--- config.mk ---
export PLATFORM = sky130hd
export DESIGN_NAME = bin_to_bcd_seq
export DESIGN_NICKNAME = d
export VERILOG_FILES = /design/src/rtl/bin_to_bcd_seq.sv
export SDC_FILE = /design/constraint.sdc
export NUM_CORES = 1
export LEC_CHECK = 0
export CAP_MARGIN = 20
export CORE_MARGIN = 4
export CORE_UTILIZATION = 55
export DETAILED_ROUTE_END_ITERATION = 16
export GPL_TIMING_DRIVEN = 0
export PLACE_DENSITY_LB_ADDON = 0.15
export SLEW_MARGIN = 20
export SYNTH_ARGS = -nofsm -noshare
export SYNTH_HDL_FRONTEND = slang
export SYNTH_SLANG_ARGS = --single-unit
--- constraint.sdc ---
create_clock -name clk -period 1.65 [get_ports clk]
set_input_delay 0.33 -clock clk [delete_from_list [all_inputs] [get_ports clk]]
set_output_delay 0.33 -clock clk [all_outputs]
set_load 0.01 [all_outputs]
--- src/rtl/bin_to_bcd_seq.sv ---
// ---------------------------------------------------------------------------
// bin_to_bcd_seq
//
// Sequential binary-to-BCD converter (shift-and-add-3, "double dabble"),
// one magnitude bit per clock. It sits between the arithmetic unit and the
// display scanner. A conversion is requested with start while idle. The
// result appears WIDTH cycles later, flagged by a one-cycle done pulse. The
// sign code travels alongside the magnitude unchanged.
//
// Ports:
//   clk       system clock, rising edge
//   btnres    synchronous active-high reset; also aborts a running conversion
//   start     conversion request, only looked at while idle
//   bin_in    unsigned magnitude to convert (WIDTH bits)
//   sign_in   2-bit sign code, captured together with bin_in
//   busy      high while a conversion is running (exactly WIDTH cycles)
//   done      one-cycle pulse when bcd_out/sign_out/ovf carry a new result
//   bcd_out   DIGITS packed BCD digits, units digit in [3:0]
//   sign_out  sign code that belongs to the current bcd_out
//   ovf       magnitude did not fit in DIGITS digits (top digit dropped)
//
// The internal BCD field holds DIGITS+1 digits, so the parameters must
// satisfy 10^(DIGITS+1) > 2^WIDTH.
// ---------------------------------------------------------------------------
module bin_to_bcd_seq #(
    parameter int WIDTH  = 20,
    parameter int DIGITS = 6
) (
    input  logic                  clk,
    input  logic                  btnres,
    input  logic                  start,
    input  logic [WIDTH-1:0]      bin_in,
    input  logic [1:0]            sign_in,
    output logic                  busy,
    output logic                  done,
    output logic [4*DIGITS-1:0]   bcd_out,
    output logic [1:0]            sign_out,
    output logic                  ovf
);

    localparam int BCD_W   = (DIGITS + 1) * 4;
    localparam int SHIFT_W = BCD_W + WIDTH;
    localparam int CNT_W   = $clog2(WIDTH + 1);

    // Counter value seen on the edge that performs the final shift.
    localparam logic [CNT_W-1:0] LAST_CNT = CNT_W'(WIDTH - 1);

    typedef enum logic {
        IDLE,
        CONV
    } state_t;

    state_t                state_q, state_d;
    logic [SHIFT_W-1:0]    shift_q, shift_d;
    logic [CNT_W-1:0]      cnt_q, cnt_d;
    logic [1:0]            sign_sh_q, sign_sh_d;
    logic                  busy_q, busy_d;
    logic                  done_q, done_d;
    logic [4*DIGITS-1:0]   bcd_q, bcd_d;
    logic [1:0]            sign_out_q, sign_out_d;
    logic                  ovf_q, ovf_d;

    logic [SHIFT_W-1:0]    adjusted;
    logic [SHIFT_W-1:0]    shifted;

    // The {BCD, binary} register is laid out with the binary field in the
    // low WIDTH bits and the BCD digits above it. Before each shift, every
    // BCD nibble of 5 or more gets 3 added. That way the left shift (a
    // doubling) carries correctly into the next decimal digit instead of
    // producing a nibble of 10..15.
    always_comb begin
        adjusted = shift_q;
        for (int i = 0; i < DIGITS + 1; i++) begin
            if (shift_q[WIDTH + 4*i +: 4] >= 4'd5) begin
                adjusted[WIDTH + 4*i +: 4] = shift_q[WIDTH + 4*i +: 4] + 4'd3;
            end
        end
        shifted = adjusted << 1;
    end

    // Next-state logic. IDLE waits for start and loads the operand. CONV
    // shifts one bit per edge. On the last shift, CONV publishes the
    // post-shift digits, the overflow flag and the sign shadow, pulses done,
    // and falls back to IDLE. Because the state is already IDLE while done
    // is high, a start in that cycle is accepted.
    always_comb begin
        state_d    = state_q;
        shift_d    = shift_q;
        cnt_d      = cnt_q;
        sign_sh_d  = sign_sh_q;
        busy_d     = busy_q;
        done_d     = 1'b0;
        bcd_d      = bcd_q;
        sign_out_d = sign_out_q;
        ovf_d      = ovf_q;

        case (state_q)
            IDLE: begin
                if (start) begin
                    shift_d   = {{BCD_W{1'b0}}, bin_in};
                    sign_sh_d = sign_in;
                    cnt_d     = '0;
                    busy_d    = 1'b1;
                    state_d   = CONV;
                end
            end
            CONV: begin
                shift_d = shifted;
                cnt_d   = cnt_q + CNT_W'(1);
                if (cnt_q == LAST_CNT) begin
                    // The top digit is dropped from bcd_out, but a nonzero
                    // top digit is reported through ovf.
                    bcd_d      = shifted[WIDTH +: 4*DIGITS];
                    ovf_d      = (shifted[WIDTH + 4*DIGITS +: 4] != 4'd0);
                    sign_out_d = sign_sh_q;
                    done_d     = 1'b1;
                    busy_d     = 1'b0;
                    state_d    = IDLE;
                end
            end
            default: begin
                state_d = IDLE;
            end
        endcase
    end

    // All state and all outputs are registered here. Reset clears the
    // previous result too, so an aborted conversion leaves zeros on the
    // display rather than stale digits.
    always_ff @(posedge clk) begin
        if (btnres) begin
            state_q    <= IDLE;
            shift_q    <= '0;
            cnt_q      <= '0;
            sign_sh_q  <= '0;
            busy_q     <= 1'b0;
            done_q     <= 1'b0;
            bcd_q      <= '0;
            sign_out_q <= '0;
            ovf_q      <= 1'b0;
        end else begin
            state_q    <= state_d;
            shift_q    <= shift_d;
            cnt_q      <= cnt_d;
            sign_sh_q  <= sign_sh_d;
            busy_q     <= busy_d;
            done_q     <= done_d;
            bcd_q      <= bcd_d;
            sign_out_q <= sign_out_d;
            ovf_q      <= ovf_d;
        end
    end

    assign busy     = busy_q;
    assign done     = done_q;
    assign bcd_out  = bcd_q;
    assign sign_out = sign_out_q;
    assign ovf      = ovf_q;

endmodule

==> results.toml <==
[outcome]
status = "finished, final reports clean"

[critical_path]
cp_max_fo = 2
critPathBufInv = 1
critical_path_class = "flip-flop to output port"
slowest_stage = "clkdlybuf4s50_1"
path_cells = "clkdlybuf4s50_1"
cp_data_arrival_time_ps = 1270
cp_top_family = "buffers and inverters"
cpPeakStageDelay_ps = 550
cp.required_ps = 1320
cp-start-kind = "flip-flop"
end_kind = "output port"

[pwr]
power.density_nw_per_um2 = 832.3
p_leak_nw = 1.753
ir_drop_uv = 528.8

[layout]
diodes = 0
post-route-util = 0.7175
layout.nets = 557
layout-drive-gt1-share = 0.1379
synthToLayoutAreaGrowth_pct = 23.90

[synth]
netlist_top_cells_area = "dfxtp_1 42%, mux2i_1 6.7%, nor2_1 6.7%"
synth_most_common_cell = "dfxtp_1"
netlist_instances = 456
synth_top_area_frac = 0.4231
postSynthAreaPerCell_sq_um = 8.819
ys_top_cells_by_count = "85 x dfxtp_1, 72 x nor2_1, 39 x a21oi_1, 27 x mux2i_1, 23 x inv_1"
synth_edf_count = 0
syn_nets = 496
ys_seq_elements = 85
synth_area_sq_um = 4021
synth_simple_gate_area_frac = 0.1882
synth_xor_area_frac = 0.01525
yosys-mux-area-fraction = 0.08681
yosys_most_used_dff = "dfxtp_1"
synth_top_family_by_area = "simple AND/OR/NAND/NOR gates"
yosys_warnings = 0
ys_types = 34
yosysTopAreaCell = "dfxtp_1"
synth-seq-area-share = 0.4231
synth-compound-area-share = 0.1820
synthAdderAreaFrac = 0.04667
async_reset_ff_frac = 0

[sta]
skew_ps = 8.332
report.final.slew_viol_count = 0
layout_min_cycle_time_ps = 1598
setup_tns_ps = 0
clock.fmax_ghz = 0.6257
fin_crit_sh = 0.9686
setup_viol = 0
worst_slew_pin_slew_ps = 707.2
finalHoldViolCount = 0
relSlewSlack = 0.5268

[floorplanning]
dieHeight_um = 93.51
fp.dieW_um = 93.51
core_sq_um = 6944
boundaryPins = 54
rows = 30
start_util = 0.5791
fp.dieArea_sq_um = 8743

[placement]
place.gp.congestion = 0.8757
hpwl_um = 6547
port_buffers = 51

[routing]
wire_per_inst_um = 15.85
wl_um = 9793
drt_iter0_drc = 212
antenna_left = 0
drc = 0
vias_per_cell = 5.573
dr.pass1.iters = 5
num_vias = 3444

[clock_tree]
cts_buffers = 9
clkSlewWorstSetupHoldPaths_ps = 90
cts_tree = "yes"
clkLatencyLatePin_ps = 360
clockBufferDepth = 2
clock-sinks = 85
htreeDepth = 3
cts_root_buffer = "clkbuf_8"

[min_path]
holdCritPathClass = "input pin to flip-flop"

[grt]
use_met2 = 0.3699
grt-busiest-layer = "met2"
grt_pass1_vias = 3322
globalRouteTotalUtil = 0.2280
antenna_found_initial = 0
grtUsageMet1 = 0.3019
grt_pass1_wl_um = 15710
grtUsageMet3 = 0.03459
grt_overflow = 0
grt_start_max_net_pins = 20

[flow_run]
max-cap-violations = 0
[cell type report]
cell class,instances,area (sq um)
plain buffers,30,146.4
clock buffers,11,151.4
clock inverters,5,81.33
fillers,539,1962
inverters,23,86.33
multi-input cells,317,2183
flip-flops and latches,85,1703
well taps,96,120.1
repair buffers,51,510.5
[cells in the final DEF (no fill, tap or decap), types with 2 or more instances in the layout]
cell,count
a41oi_1,2
nand2_1,15
nand3_1,8
a21oi_1,38
o21ba_2,6
xnor2_1,7
mux2_2,6
or3_1,6
clkbuf_1,11
buf_2,14
nand2b_1,15
a211oi_1,6
dfxtp_1,84
nor2b_2,6
bufinv_16,2
ha_1,8
ha_4,6
o21ai_0,21
clkdlybuf4s50_1,51
a311oi_1,7
o22ai_2,8
and2_1,6
o32ai_1,14
o22ai_1,4
mux2i_1,27
nor3b_1,8
clkbuf_8,11
nor2_1,72
nor3_1,13
inv_1,23
[layer usage]
layer  up-vias  wire length (um)
met5         -                 0
met4         0               181
met3        16               504
met2       101              4647
met1      1620              4460
li1       1707                 -
[sequential cells by signal, summed over array words and instances, names as in the netlist]
name / cells
sign_sh_q: 2
cnt_q: 5
sign_out: 2
done: 1
busy: 1
ovf: 1
state_q: 1
bcd_out: 24
shift_q: 48
[what timing repair did]
| action | 4_1_cts | 5_1_grt |
|---|---|---|
| setup buffers | 0 | 0 |
| hold buffers | 0 | 0 |
| gates resized for setup | 1 | 23 |
| cloned | 0 | 0 |
| setup endpoints to repair | 10 | 39 |
[cells by family after synthesis]
group / after synthesis
and+or+nand+nor: 154
AOI/OAI and AO/OA: 107
DFF: 85
buffers and inverters: 54
muxes: 34
adders and majority gates: 15
xor gates and xnor gates: 7
[worst paths after layout]
path	startpoint	endpoint	slack, ps	cells past startpoint
max reg2reg	shift_q[44]$_SDFFE_PP0P_	shift_q[46]$_SDFFE_PP0P_	70	6
min reg2reg	bcd_out[2]$_SDFFE_PP0P_	bcd_out[2]$_SDFFE_PP0P_	490	2
max	bcd_out[1]$_SDFFE_PP0P_	bcd_out[1]	50	1
min	btnres	bcd_out[1]$_SDFFE_PP0P_	390	3
[through the flow]
step | setup slack [ps] | instance area (sq um) | hold slack [ps] | total power [W] | std cells
6_report | 51.84 | 4982 | 386.8 | 0.004147 | 618
3_3_place_gp | -40.05 | 4652 | 463.7 | 0.002474 | 603
2_1_floorplan | 153.1 | 4021 | 453.7 | 0.002352 | 456
3_5_place_dp | -26.13 | 4652 | 473.7 | 0.002482 | 603
4_1_cts | 14.66 | 4883 | 387.6 | 0.004162 | 618
5_1_grt | -33.02 | 4982 | 403.6 | 0.004291 | 618
[report_power, final]
group	internal [W]	switching [W]	total (W)
clock network	0.000938	0.000767	0.00171
registers	0.00209	0.0000229	0.00211
logic	0.000140	0.000189	0.000329
total	0.00317	0.000978	0.00415
Note: power is estimated with default switching activity, not from simulation.
